`config.mk`:
```
export PLATFORM = sky130hd
export DESIGN_NAME = lfsr_seq_gen_flat
export DESIGN_NICKNAME = d
export VERILOG_FILES = /design/src/rtl/lfsr_seq_gen_pkg.sv /design/src/rtl/lfsr_seq_gen_if.sv /design/src/rtl/lfsr_seq_gen_core.sv /design/src/rtl/lfsr_seq_gen.sv /design/src/flat_wrapper.sv
export SDC_FILE = /design/constraint.sdc
export NUM_CORES = 1
export LEC_CHECK = 0
export ABC_AREA = 0
export CAP_MARGIN = 25
export CORE_ASPECT_RATIO = 0.8
export CORE_MARGIN = 3
export CORE_UTILIZATION = 62
export CTS_CLUSTER_SIZE = 10
export DETAILED_ROUTE_END_ITERATION = 12
export DONT_BUFFER_PORTS = 1
export PLACE_DENSITY = 0.87
export SLEW_MARGIN = 10
export SYNTH_ARGS = -nofsm -noshare
export SYNTH_HDL_FRONTEND = slang
export SYNTH_SLANG_ARGS = --single-unit
```
`constraint.sdc`:
```
create_clock -name i_clk -period 3.22 [get_ports i_clk]
set_clock_uncertainty 0.15 [all_clocks]
set_input_delay 0.161 -clock i_clk [delete_from_list [all_inputs] [get_ports i_clk]]
set_output_delay 0.161 -clock i_clk [all_outputs]
set_load 0.03 [all_outputs]
```
`src/rtl/lfsr_seq_gen_pkg.sv`:
```
// -----------------------------------------------------------------------------
// lfsr_pkg
// Shared definitions for the LFSR sequence generator:
//   - state_e      : generator FSM states (IDLE, RUN, DONE)
//   - DEF_TAPS     : default Fibonacci feedback mask (taps 31, 29, 25, 2)
//   - DEF_SEED     : default reset seed, also substituted for a zero seed
//   - ZERO_SEED    : the lock-up state the LFSR must never hold
// No ports (package).
// -----------------------------------------------------------------------------
package lfsr_pkg;

  typedef enum logic [1:0] {
    ST_IDLE = 2'd0,
    ST_RUN  = 2'd1,
    ST_DONE = 2'd2
  } state_e;

  localparam logic [31:0] DEF_TAPS  = 32'hA200_0004;
  localparam logic [31:0] DEF_SEED  = 32'h60BC_D9BE;
  // An all-zero XOR LFSR never leaves zero, so a zero seed is replaced.
  localparam logic [31:0] ZERO_SEED = 32'h0000_0000;

endpackage

```
`src/rtl/lfsr_seq_gen_if.sv`:
```
// -----------------------------------------------------------------------------
// lfsr_seq_gen_if
// Control/data bundle between a host (master) and the generator (slave).
//   start     host->gen  begin or restart generation (pulse)
//   enable    host->gen  step permission while running; 0 = hold
//   seed_load host->gen  load seed_in into the LFSR (IDLE/DONE only)
//   seed_in   host->gen  LFSR_W-bit seed value
//   busy      gen->host  high while generating
//   done      gen->host  high when the sequence is complete
//   seq_out   gen->host  {sequence, PAD_W zeros} while done, else zero
// -----------------------------------------------------------------------------
interface lfsr_seq_gen_if #(
  parameter int LFSR_W = 32,
  parameter int SEQ_W  = 256,
  parameter int PAD_W  = 32
);

  logic                     start;
  logic                     enable;
  logic                     seed_load;
  logic [LFSR_W-1:0]        seed_in;
  logic                     busy;
  logic                     done;
  logic [SEQ_W+PAD_W-1:0]   seq_out;

  modport master (
    output start, enable, seed_load, seed_in,
    input  busy, done, seq_out
  );

  modport slave (
    input  start, enable, seed_load, seed_in,
    output busy, done, seq_out
  );

endinterface

```
`src/rtl/lfsr_seq_gen_core.sv`:
```
// -----------------------------------------------------------------------------
// lfsr_core
// Fibonacci LFSR register with a BITS_PER_CYC-step unrolled advance.
//   i_clk        clock, posedge
//   i_reset      synchronous active-high reset (state <- SEED_DEFAULT)
//   i_load       load i_load_val (zero is replaced by SEED_DEFAULT)
//   i_load_val   seed value
//   i_advance    perform BITS_PER_CYC chained steps this cycle
//   o_state      current LFSR state
//   o_step_bits  feedback bits of this cycle's steps, earliest step in MSB
// -----------------------------------------------------------------------------
module lfsr_core
  import lfsr_pkg::*;
#(
  parameter int                LFSR_W       = 32,
  parameter logic [LFSR_W-1:0] TAPS         = LFSR_W'(DEF_TAPS),
  parameter logic [LFSR_W-1:0] SEED_DEFAULT = LFSR_W'(DEF_SEED),
  parameter int                BITS_PER_CYC = 1
) (
  input  logic                    i_clk,
  input  logic                    i_reset,
  input  logic                    i_load,
  input  logic [LFSR_W-1:0]       i_load_val,
  input  logic                    i_advance,
  output logic [LFSR_W-1:0]       o_state,
  output logic [BITS_PER_CYC-1:0] o_step_bits
);

  logic [LFSR_W-1:0] r_lfsr;
  logic [LFSR_W-1:0] w_next;
  logic [LFSR_W-1:0] w_seed;

  // Chain BITS_PER_CYC single steps; step k's bit lands at MSB-k.
  always_comb begin : adv
    logic fb;
    fb          = 1'b0;
    w_next      = r_lfsr;
    o_step_bits = '0;
    for (int k = 0; k < BITS_PER_CYC; k++) begin
      fb                            = ^(w_next & TAPS);
      o_step_bits[BITS_PER_CYC-1-k] = fb;
      w_next                        = {w_next[LFSR_W-2:0], fb};
    end
  end

  // Zero-seed guard.
  always_comb begin
    if (i_load_val == LFSR_W'(ZERO_SEED)) begin
      w_seed = SEED_DEFAULT;
    end else begin
      w_seed = i_load_val;
    end
  end

  // LFSR state register: reset, load, advance or hold.
  always_ff @(posedge i_clk) begin
    if (i_reset) begin
      r_lfsr <= SEED_DEFAULT;
    end else if (i_load) begin
      r_lfsr <= w_seed;
    end else if (i_advance) begin
      r_lfsr <= w_next;
    end else begin
      r_lfsr <= r_lfsr;
    end
  end

  assign o_state = r_lfsr;

endmodule

```
`src/rtl/lfsr_seq_gen.sv`:
```
// -----------------------------------------------------------------------------
// lfsr_seq_gen
// Pseudo-random sequence generator: collects SEQ_W LFSR output bits,
// BITS_PER_CYC per enabled cycle, and presents {gen, PAD_W zeros} when done.
//   i_clk    clock, posedge
//   i_reset  synchronous active-high reset
//   io_bus   lfsr_seq_gen_if.slave (start/enable/seed_load/seed_in in,
//            busy/done/seq_out out)
// -----------------------------------------------------------------------------
module lfsr_seq_gen
  import lfsr_pkg::*;
#(
  parameter int                LFSR_W       = 32,
  parameter logic [LFSR_W-1:0] TAPS         = LFSR_W'(DEF_TAPS),
  parameter logic [LFSR_W-1:0] SEED_DEFAULT = LFSR_W'(DEF_SEED),
  parameter int                SEQ_W        = 256,
  parameter int                BITS_PER_CYC = 1,
  parameter int                PAD_W        = 32
) (
  input  logic          i_clk,
  input  logic          i_reset,
  lfsr_seq_gen_if.slave io_bus
);

  localparam int N_STEPS = SEQ_W / BITS_PER_CYC;
  localparam int CNT_W   = $clog2(N_STEPS + 1);

  state_e                   r_state;
  logic [CNT_W-1:0]         r_count;
  logic [SEQ_W-1:0]         r_gen;
  logic                     r_busy;
  logic                     r_done;
  logic [SEQ_W+PAD_W-1:0]   r_seq_out;

  logic                          w_load;
  logic                          w_advance;
  logic [BITS_PER_CYC-1:0]       w_step_bits;
  logic [LFSR_W-1:0]             w_lfsr_state;
  logic [SEQ_W+BITS_PER_CYC-1:0] w_gen_wide;
  logic [SEQ_W-1:0]              w_gen_next;

  // Seeds are only accepted outside RUN; the LFSR moves only on enabled RUN cycles.
  always_comb begin
    w_load     = io_bus.seed_load & (r_state != ST_RUN);
    w_advance  = io_bus.enable & (r_state == ST_RUN);
    w_gen_wide = {r_gen, w_step_bits};
    w_gen_next = w_gen_wide[SEQ_W-1:0];
  end

  lfsr_core #(
    .LFSR_W       (LFSR_W),
    .TAPS         (TAPS),
    .SEED_DEFAULT (SEED_DEFAULT),
    .BITS_PER_CYC (BITS_PER_CYC)
  ) u_core (
    .i_clk       (i_clk),
    .i_reset     (i_reset),
    .i_load      (w_load),
    .i_load_val  (io_bus.seed_in),
    .i_advance   (w_advance),
    .o_state     (w_lfsr_state),
    .o_step_bits (w_step_bits)
  );

  // Generator FSM with count, gen shift register and registered outputs.
  always_ff @(posedge i_clk) begin
    if (i_reset) begin
      r_state   <= ST_IDLE;
      r_count   <= '0;
      r_gen     <= '0;
      r_busy    <= 1'b0;
      r_done    <= 1'b0;
      r_seq_out <= '0;
    end else begin
      case (r_state)
        ST_IDLE, ST_DONE: begin
          if (io_bus.start) begin
            r_state   <= ST_RUN;
            r_gen     <= '0;
            r_count   <= CNT_W'(N_STEPS);
            r_busy    <= 1'b1;
            r_done    <= 1'b0;
            r_seq_out <= '0;
          end
        end
        ST_RUN: begin
          if (io_bus.enable) begin
            r_gen   <= w_gen_next;
            r_count <= r_count - CNT_W'(1);
            // Last group: publish the sequence together with done.
            if (r_count == CNT_W'(1)) begin
              r_state   <= ST_DONE;
              r_busy    <= 1'b0;
              r_done    <= 1'b1;
              r_seq_out <= {w_gen_next, {PAD_W{1'b0}}};
            end
          end
        end
        default: begin
          r_state   <= ST_IDLE;
          r_busy    <= 1'b0;
          r_done    <= 1'b0;
          r_seq_out <= '0;
        end
      endcase
    end
  end

  assign io_bus.busy    = r_busy;
  assign io_bus.done    = r_done;
  assign io_bus.seq_out = r_seq_out;

endmodule

```
`src/flat_wrapper.sv`:
```
// flat-port wrapper written by rule: the top's interface ports become plain ports
module lfsr_seq_gen_flat import lfsr_pkg::*;
#(
  parameter int                LFSR_W       = 32,
  parameter logic [LFSR_W-1:0] TAPS         = LFSR_W'(DEF_TAPS),
  parameter logic [LFSR_W-1:0] SEED_DEFAULT = LFSR_W'(DEF_SEED),
  parameter int                SEQ_W        = 256,
  parameter int                BITS_PER_CYC = 1,
  parameter int                PAD_W        = 32
)
  (i_clk, i_reset, io_bus_start, io_bus_enable, io_bus_seed_load, io_bus_seed_in, io_bus_busy, io_bus_done, io_bus_seq_out);
  lfsr_seq_gen_if #(.LFSR_W(LFSR_W), .SEQ_W(SEQ_W), .PAD_W(PAD_W)) io_bus_i ();
  input  logic i_clk;
  input  logic i_reset;
  input wire logic [$bits(io_bus_i.start)-1:0] io_bus_start;
  input wire logic [$bits(io_bus_i.enable)-1:0] io_bus_enable;
  input wire logic [$bits(io_bus_i.seed_load)-1:0] io_bus_seed_load;
  input wire logic [$bits(io_bus_i.seed_in)-1:0] io_bus_seed_in;
  output wire logic [$bits(io_bus_i.busy)-1:0] io_bus_busy;
  output wire logic [$bits(io_bus_i.done)-1:0] io_bus_done;
  output wire logic [$bits(io_bus_i.seq_out)-1:0] io_bus_seq_out;
  assign io_bus_i.start = io_bus_start;
  assign io_bus_i.enable = io_bus_enable;
  assign io_bus_i.seed_load = io_bus_seed_load;
  assign io_bus_i.seed_in = io_bus_seed_in;
  assign io_bus_busy = io_bus_i.busy;
  assign io_bus_done = io_bus_i.done;
  assign io_bus_seq_out = io_bus_i.seq_out;
  lfsr_seq_gen #(.LFSR_W(LFSR_W), .TAPS(TAPS), .SEED_DEFAULT(SEED_DEFAULT), .SEQ_W(SEQ_W), .BITS_PER_CYC(BITS_PER_CYC), .PAD_W(PAD_W)) u_core (.i_clk(i_clk), .i_reset(i_reset), .io_bus(io_bus_i));
endmodule
```
Yosys cells after proc, flatten, opt, wreduce, memory -nomap -nowiden:

Index checks and enable logic that the tools add are counted.

* register bits after elaboration: 588
* input bits: 37
* output and inout bits: 290
* logic and storage cells: 50

* bitwise operators: 2
* reductions and logical operators: 8
* multiplexer cells: 25
* eq/ne operators: 7
* add/sub/neg operators: 1

Operators by type and width (number)
* 288-bit 2-to-1 mux: 3
* 288-bit case mux with 2 select lines: 1
* 255-bit 2-to-1 mux: 2
* 255-bit case mux with 2 select lines: 1
* 32-bit 2-to-1 mux: 3
* 32-bit logical NOT: 1
* 32-bit XOR reduction: 1
* 9-bit 2-to-1 mux: 2
* 9-bit case mux with 2 select lines: 1
* 9-bit by 1-bit equality test with 1-bit output, second input constant: 1
* 9-bit by 1-bit subtractor with 9-bit output, second input constant: 1
* 1-bit 2-to-1 mux: 6
* 2-bit 2-to-1 mux: 3
* 2-bit != test, second input constant: 3
* 3-bit AND reduction: 2
* 1-bit case mux with 2 select lines: 2
* 2-bit case mux with 2 select lines: 1
* 2-bit nonzero test: 2
* 1-bit bitwise AND: 2
* 2-bit by 1-bit equality test with 1-bit output, second input constant: 1
* 2-bit equality test, second input constant: 1
* 2-bit logical NOT: 1
* 2-bit by 1-bit != test with 1-bit output, second input constant: 1
* 2-bit OR reduction: 1

Depth between registers and ports, before layout:

Gate-level depths: netlist of the first run.

* depth after elaboration: 4
* depth in mapped cells: 9
* depth with buffers taken out: 6

Modules after synthesis:

Synthesis of the first run repeated with hierarchy kept, for this count alone.

* cell total of the unflattened synthesis: 2007
* area total of the unflattened synthesis: 19422.4 µm²

By module, submodules not included
* lfsr_seq_gen: cells each 1810, area an instance 17753.3 µm², instances 1, seq. area each 10470.0 µm²
* lfsr_core: cells each 197, area an instance 1669.1 µm², instances 1, seq. area each 640.6 µm²

Worst setup path before layout of the first run:

OpenSTA, ideal clock, no wires.

* path kind: register -> register
* start: reg u_core.r_count[2]
* end: reg u_core.r_seq_out[237] (netlist: u_core.io_bus.seq_out[237])
* clock period less this slack: 2.365 ns
* arrival time: 2.098 ns
* setup slack: 0.855 ns
* cell stages (with the launch flop): 8
* path buffers: 3
* required time: 2.953 ns
* setup time: 0.117 ns
* cell sequence: dfxtp_1 or4_4 or3_1 clkbuf_2 o211a_1 buf_6 clkbuf_8 a22o_1

* word-level cells in the longest chain between the ends: 3

RTL lines
* start: declaration: line lfsr_seq_gen.sv:29 `logic [CNT_W-1:0] r_count;`
* start signal: assignment: line lfsr_seq_gen.sv:80 `r_count <= CNT_W'(N_STEPS);`
* start signal: assignment: line lfsr_seq_gen.sv:89 `r_count <= r_count - CNT_W'(1);`
* 9-bit by 1-bit equality test with 1-bit output: line lfsr_seq_gen.sv:91 `if (r_count == CNT_W'(1)) begin`
* 2-bit != test (no line)
* 3-bit AND reduction (no line)
* end signal: assignment: line lfsr_seq_gen.sv:95 `r_seq_out <= {w_gen_next, {PAD_W{1'b0}}};`
* end: declaration: line lfsr_seq_gen.sv:33 `logic [SEQ_W+PAD_W-1:0] r_seq_out;`

No other way between the ends.
A chain may end at the register's enable or synchronous reset.

Worst setup path after layout of the first run:

* start: reg u_core.r_state[1]
* end: reg u_core.u_core.r_lfsr[2] (netlist: u_core.u_core.o_state[2])

* word-level cells in the longest chain between the ends: 3
* elaborated cells on any way between the ends: 6
* classes of those cells: eq/ne (2); mux (1); bitwise (2); reduce/logical (1)

RTL lines
* start: declaration: line lfsr_seq_gen.sv:28 `state_e r_state;`
* start signal: assignment: line lfsr_seq_gen.sv:68 `r_state <= ST_IDLE;`
* start signal: assignment: line lfsr_seq_gen.sv:78 `r_state <= ST_RUN;`
* start signal: assignment: line lfsr_seq_gen.sv:92 `r_state <= ST_DONE;`
* 2-bit by 1-bit != test with 1-bit output / 2-bit by 1-bit equality test with 1-bit output (equally long branches): line lfsr_seq_gen.sv:44, lfsr_seq_gen.sv:45
* 1-bit bitwise AND (on tied branches): line lfsr_seq_gen.sv:44, lfsr_seq_gen.sv:45
* 32-bit 2-to-1 mux / 2-bit nonzero test (equally long branches)
* end signal: assignment: line lfsr_seq_gen_core.sv:60 `r_lfsr <= w_seed;`
* end signal: assignment: line lfsr_seq_gen_core.sv:62 `r_lfsr <= w_next;`
* end signal: assignment: line lfsr_seq_gen_core.sv:64 `r_lfsr <= r_lfsr;`
* end: declaration: line lfsr_seq_gen_core.sv:29 `logic [LFSR_W-1:0] r_lfsr;`

Several ways; a longest one is shown, not always the timed one.

==> impl_metrics.py, run 1 <==
metrics = {
    "yosys": {
        "synth_area_sq_um": 19300,
        "synth_top_area_cell": "dfxtp_1",
        "yosysUniqueCellTypes": 42,
        "yosysWarnings": 0,
        "synthMuxAreaShare_pct": 0.0518,
        "ys.flop_type": "dfxtp_1",
        "synth_compound_area_share_pct": 21.0,
        "async_flop_share_pct": 0,
        "synth_top_family_by_area": "compound AO/OA/AOI/OAI gates",
        "yosys.area.top_type_share_pct": 57.4,
        "synth_xor_area_share_pct": 0.408,
        "ys_seq_area_share_pct": 57.4,
        "synth.area.top_cells": "dfxtp_1, a22o_1, a21oi_1, nand3_1, nand2_1",
        "syn_avg_cell_area_sq_um": 9.61,
        "synth_cells": 2012,
        "ys_ff_latch": 555,
        "synthSimpleGateAreaFrac_pct": 14.2,
        "yosys.area_share.adder_pct": 0.129,
        "synth_edf_count": 0,
    },
    "placement": {
        "placed_area_sq_um": 19000,
        "gp_congestion": 0.869,
        "dp_hpwl_mm": 25.7,
        "numPortBuffers": 0,
    },
    "routing": {
        "firstDrtPassIters": 8,
        "drc": 0,
        "avgViaCountPerCell": 6.33,
        "drtAntennaViolNets": 0,
        "wirelength_mm": 52.3,
        "via_count": 16000,
        "drt_iter0_drc": 1836,
        "wl_per_cell_um": 20.7,
    },
    "floorplanning": {
        "die_h_um": 164,
        "rows": 57,
        "core_sq_um": 30500,
        "die_area_sq_um": 33400,
        "initial_core_util_pct": 63.4,
        "pin_count": 327,
        "dieWidth_um": 203,
    },
    "run": {
        "max-cap-violations": 0,
    },
    "worst_setup_path": {
        "cp-start-kind": "flop",
        "worstSetupEndpointType": "flop",
        "critPathTopFamily": "buffers and inverters",
        "crit_slowest_cell": "dlygate4sd3_1",
        "crit_chain": "nand2b_1 -> nand2_1 -> buf_4 -> nor3_1 -> dlygate4sd3_1 -> a22oi_1 -> dlygate4sd3_1",
        "worst-endpoint-arrival_ns": 3.44,
        "r2r-end": "u_core.u_core.o_state[2]",
        "crit_top_cell": "dlygate4sd3_1",
        "cpPeakStageDelay_ns": 0.63,
        "worstRegToRegCells": 7,
        "regToRegStartpoint": "u_core.r_state[1]",
        "cp.required_ns": 3.53,
        "crit_fanout": 31,
        "r2r_setup_slack_ns": 0.08,
        "crit_type": "reg -> reg",
        "critPathBufInv": 3,
    },
    "clocking": {
        "numCtsBuffers": 61,
        "clk_pin_slew_worst_paths_ns": 0.06,
        "clk_path_buf_depth": 3,
        "cts_root_buffer": "clkbuf_16",
        "postCtsSetupBuffers": 0,
        "htree_levels": 2,
        "cts_sinks": 555,
        "insertion_delay_ns": 0.58,
        "cts_tree": "done",
    },
    "global_routing": {
        "grt.overflow.total": 0,
        "grt_pass1_wl_mm": 83.6,
        "antenna_found_initial": 0,
        "grtUsageTotal_pct": 30.0,
        "grt_max_degree": 174,
        "grt_pass1_vias": 15600,
    },
    "timing": {
        "fmax_mhz": 319,
        "finalCriticalPeriod_ns": 3.14,
        "max_slew_margin_pct": 33.5,
        "rsz0062_at_grt": "false",
        "tns_ns": 0,
        "final-hold-violation-count": 0,
        "slew_violations": 0,
        "layout_worst_path_cycle_share_pct": 97.4,
        "final-setup-viol-count": 0,
        "worstMarginPinSlew_ns": 0.997,
    },
    "hold_path": {
        "hold_class": "in -> reg",
        "min_from": "i_reset",
        "holdPathEnd": "u_core.u_core.o_state[6]",
        "min_path_cells": 2,
    },
    "power": {
        "p_leak_nw": 8.38,
        "peakVddDrop_uv": 536,
        "power.density_nw_per_um2": 607,
    },
    "cells_and_area": {
        "drive_gt1_share_pct": 4.64,
        "utilization_pct": 74.5,
        "nets": 2148,
        "finish.instance_area_sq_um": 22700,
        "n_antenna_cell": 0,
        "syn_to_final_growth_pct": 17.5,
    },
    "outcome": {
        "outcome": "finished, final reports clean",
    },
}
==> area by class of cell <==
class	instances	area, sq um
flip-flops and latches	555	11100
fillers	1944	7800
multi-input cells	1258	7090
repair buffers	230	2400
clock buffers	65	1580
well taps	413	517
clock inverters	2	13.8
inverters	3	11.3
==> synth_stat cells (3+ instances only) <==
| master | number |
|---|---|
| nand2_1 | 290 |
| nand3_1 | 255 |
| clkbuf_8 | 5 |
| or3_1 | 5 |
| clkbuf_1 | 118 |
| xnor2_1 | 6 |
| buf_1 | 20 |
| a21oi_1 | 279 |
| nor4_1 | 8 |
| buf_4 | 54 |
| a311oi_1 | 13 |
| nor2_1 | 26 |
| a22o_1 | 255 |
| a22oi_1 | 18 |
| a211oi_1 | 4 |
| buf_2 | 6 |
| dfxtp_1 | 555 |
| inv_1 | 3 |
| buf_6 | 23 |
| o21ai_0 | 21 |
| nor3_1 | 18 |
| nand2b_1 | 3 |
| xor2_1 | 3 |
==> power breakdown <==
group | leakage (nW) | switching [mW] | total, mW | internal, mW
logic | 3.12 | 0.665 | 0.916 | 0.251
clock network | 0.787 | 2.48 | 5.89 | 3.41
registers | 4.48 | 0.0552 | 6.99 | 6.94
==> registers in the layout, indices dropped and copies added, names as in the netlist <==
register               flops
u_core.r_state             2
u_core.r_gen             255
u_core.u_core.o_state     32
u_core.io_bus.seq_out    256
u_core.io_bus.busy         1
u_core.r_count             9
==> per-layer routing <==
| layer | global-route usage, % | vias up | part of all wire (%) | routed length (um) |
|---|---|---|---|---|
| met5 | 0 | - | 0 | 0 |
| li1 | - | 7262 | - | - |
| met4 | 12.6 | 0 | 4.3 | 2240 |
| met1 | 37.5 | 7683 | 38 | 20100 |
| met3 | 9.55 | 199 | 10 | 5270 |
| met2 | 48.4 | 856 | 47 | 24600 |
==> worst register-to-register path: cells and delay by family (launching register included) <==
kind	cells	cell delay [ns]
simple gates	3	0.79
compound gates	1	0.07
flops	1	0.54
buf+inv	3	1.47
==> logic make-up after synthesis <==
| family | after synthesis |
|---|---|
| DFF | 555 |
| other | 1 |
| AOI/OAI and AO/OA | 597 |
| buffers and inverters | 230 |
| adders and majority gates | 2 |
| and+or+nand+nor | 617 |
| muxes | 1 |
| xor gates and xnor gates | 9 |
==> worst max-delay path by stage <==
stage	slack, ns	startpoint	to	cells past startpoint
6_report	0.08	u_core.r_state[1]	u_core.u_core.o_state[2]	7
4_1_cts	0.17	u_core.r_state[1]	u_core.u_core.o_state[30]	7
3_5_place_dp	0.51	u_core.r_count[2]	u_core.io_bus.seq_out[173]	6
5_1_grt	0.009	u_core.r_state[1]	u_core.u_core.o_state[2]	7
2_1_floorplan	0.85	u_core.r_count[2]	u_core.io_bus.seq_out[237]	7
3_3_place_gp	0.57	u_core.r_count[2]	u_core.io_bus.seq_out[163]	6
==> repair_timing <==
action / CTS / global route
endpoints found under the hold margin: 300 / 0
endpoints found under the setup margin: 0 / 15
hold buffers: 208 / 0
gates resized for setup: 0 / 1
==> through the flow <==
stage | hold WS, ns | cells | power, mW | setup WS [ns]
final | 0.0574 | 2526 | 13.8 | 0.0823
after global routing | 0.0405 | 2526 | 14.2 | 0.00886
after CTS | 0.0131 | 2526 | 13.8 | 0.167
after detailed placement | 0.109 | 2251 | 7.84 | 0.509
after global placement | 0.108 | 2251 | 7.82 | 0.573
after floorplan | 0.170 | 2043 | 7.80 | 0.855
==> layout by cell type (no fill, tap or decap), types with 2 or more instances in the layout <==
master	n
dfxtp_1	554
nand2_1	289
a21oi_1	279
nand3_1	255
a22o_1	255
dlygate4sd3_1	207
clkbuf_16	63
conb_1	32
nor2_1	25
o21ai_0	21
nor3_1	18
a22oi_1	18
a311oi_1	13
buf_12	11
buf_4	11
nor4_1	8
xnor2_1	6
or3_1	5
a211oi_1	4
inv_1	3
nand2b_1	3
xor2_1	3
nand4_1	2
or2_2	2
o211ai_1	2
ha_1	2
clkbuf_1	2
Note: power is estimated with default switching activity, not from simulation.
==> inputs of run 2 (changes only) <==
--- a/config.mk
+++ b/config.mk
@@ -14,6 +14,7 @@
 export DETAILED_ROUTE_END_ITERATION = 12
 export DONT_BUFFER_PORTS = 1
 export PLACE_DENSITY = 0.87
+export SETUP_SLACK_MARGIN = 0.15
 export SLEW_MARGIN = 10
 export SYNTH_ARGS = -nofsm -noshare
 export SYNTH_HDL_FRONTEND = slang
==> impl_metrics.py, run 2 (synthesis gave the netlist of run 1 again) <==
metrics = {
    "global_routing": {
        "antenna_found_initial": 0,
        "use_met3_pct": 9.13,
        "grt.overflow.total": 0,
        "grtUsageMet1_pct": 36.8,
        "gr-max-usage-layer": "met2",
        "grt_pass1_vias": 15600,
        "grt_pass1_wl_mm": 82.9,
        "grtUsageTotal_pct": 29.6,
        "use_met2_pct": 48.7,
        "grt_max_degree": 174,
    },
    "worst_setup_path": {
        "crit_fanout": 31,
        "worstRegToRegCells": 7,
        "worst-endpoint-arrival_ns": 3.28,
        "worstSetupEndpointType": "flop",
        "crit_path_end": "u_core.u_core.o_state[1]",
        "crit_path_start": "u_core.r_state[1]",
        "regToRegStartpoint": "u_core.r_state[1]",
        "r2r_setup_slack_ns": 0.27,
        "cp-start-kind": "flop",
        "crit_type": "reg -> reg",
        "cp.required_ns": 3.54,
        "r2r-end": "u_core.u_core.o_state[1]",
    },
    "clocking": {
        "clk_path_buf_depth": 3,
        "cts_sinks": 555,
        "insertion_delay_ns": 0.58,
        "cts_root_buffer": "clkbuf_16",
        "htree_levels": 2,
        "numCtsBuffers": 61,
        "clk_pin_slew_worst_paths_ns": 0.06,
        "cts_tree": "done",
        "postCtsSetupBuffers": 0,
    },
    "power": {
        "comb_power_share_pct": 6.6,
        "power.share.switching_pct": 23.2,
        "p_clk_share_pct": 42.7,
        "p_sw_mw": 3.20,
        "peakVddDrop_uv": 539,
        "power.density_nw_per_um2": 606,
        "internal_power_mw": 10.6,
        "p_seq_share_pct": 50.7,
        "finalPower_mw": 13.8,
        "p_leak_nw": 8.42,
    },
    "floorplanning": {
        "pin_count": 327,
        "die_h_um": 164,
        "core_sq_um": 30500,
        "dieWidth_um": 203,
        "rows": 57,
        "initial_core_util_pct": 63.4,
        "die_area_sq_um": 33400,
    },
    "cells_and_area": {
        "drive_gt1_share_pct": 4.68,
        "utilization_pct": 74.6,
        "syn_to_final_growth_pct": 17.7,
        "layout_common_cells": "dfxtp_1, nand2_1, a21oi_1",
        "mostFrequentLayoutCell": "dfxtp_1",
        "fillerInstances": 1934,
        "n_antenna_cell": 0,
        "largest_reg_flops": 256,
        "nets": 2151,
    },
    "outcome": {
        "outcome": "finished, final reports clean",
    },
    "placement": {
        "gp_congestion": 0.869,
        "numPortBuffers": 0,
        "dp_hpwl_mm": 25.7,
    },
    "timing": {
        "slew_violations": 0,
        "final-hold-violation-count": 0,
        "max_slew_margin_pct": 40.6,
        "tns_ns": 0,
        "finalCriticalPeriod_ns": 2.95,
        "fmax_mhz": 338,
        "layout_worst_path_cycle_share_pct": 91.8,
        "final-setup-viol-count": 0,
        "rsz0062_at_grt": "false",
        "worstMarginPinSlew_ns": 0.892,
    },
    "routing": {
        "drt_iter0_drc": 1697,
        "wirelength_mm": 51.9,
        "firstDrtPassIters": 8,
        "via_count": 16000,
        "drtAntennaViolNets": 0,
        "wl_per_cell_um": 20.5,
        "drc": 0,
        "avgViaCountPerCell": 6.32,
    },
    "run": {
        "max-cap-violations": 0,
    },
    "hold_path": {
        "hold_class": "in -> reg",
    },
}
[run 2: changes by cell type in the layout (fill, tap and decap cells not counted), sizes merged]
| cell | delta |
|---|---|
| dlygate4sd3 | +3 |
[run 2: cell type report]
type	instances	area, sq um	share of cell area, %
clock buffer	65	1580	6.96
tap	413	517	2.27
timing repair buffer	233	2430	10.7
multi-input combinational	1258	7100	31.2
clock inverter	2	13.8	0.0604
inverter	3	11.3	0.0495
sequential	555	11100	48.8
[run 2: timing repair]
item / CTS / global route
endpoints found under the hold margin: 300 / 0
resized for setup: 0 / 3
endpoints found under the setup margin: 0 / 65
hold buffers: 211 / 0
[run 2: how the worst min path moves through the flow]
stage	start	endpoint	depth (start not counted)	slack (ns)
finish	i_reset	u_core.u_core.o_state[16]	2	0.05
global route	i_reset	u_core.u_core.o_state[6]	2	0.04
CTS	io_bus_enable	u_core.io_bus.seq_out[32]	4	0.01
detailed placement	i_reset	u_core.r_gen[26]	1	0.11
global placement	i_reset	u_core.u_core.o_state[6]	1	0.11
floorplan	io_bus_seed_in[10]	u_core.u_core.o_state[10]	2	0.17
[run 2: power by group through the flow]
| stage | combinational, mW | clock [mW] | sequential [mW] |
|---|---|---|---|
| 5_1_grt | 0.974 | 6.26 | 6.99 |
| 4_1_cts | 0.859 | 5.94 | 6.98 |
| 6_report | 0.913 | 5.89 | 6.99 |
| 3_3_place_gp | 0.697 | 0 | 7.12 |
| 3_5_place_dp | 0.714 | 0 | 7.12 |
| 2_1_floorplan | 0.685 | 0 | 7.11 |
[run 2: through the flow]
| stage | std cells | cell area (sq um) | setup WS [ns] | hold WS (ns) |
|---|---|---|---|---|
| finish | 2529 | 22800 | 0.265 | 0.0540 |
| global route | 2529 | 22800 | 0.209 | 0.0390 |
| CTS | 2529 | 22800 | 0.168 | 0.0131 |
| detailed placement | 2251 | 19000 | 0.509 | 0.109 |
| global placement | 2251 | 19000 | 0.573 | 0.108 |
| floorplan | 2043 | 19500 | 0.855 | 0.170 |
[run 2: routing by layer]
layer,vias up,part of all wire (%)
met1,7755,39
met4,0,3.7
met5,-,0
met3,161,9.7
met2,811,48
li1,7266,-
[run 2: worst max-delay path, stage by stage (launching register included)]
cell and delay [ns]:
dfxtp_2 0.53, nand2b_2 0.31, nand2_1 0.11, buf_4 0.25
nor3_1 0.22, dlygate4sd3_1 0.61, a22oi_1 0.08, dlygate4sd3_1 0.57
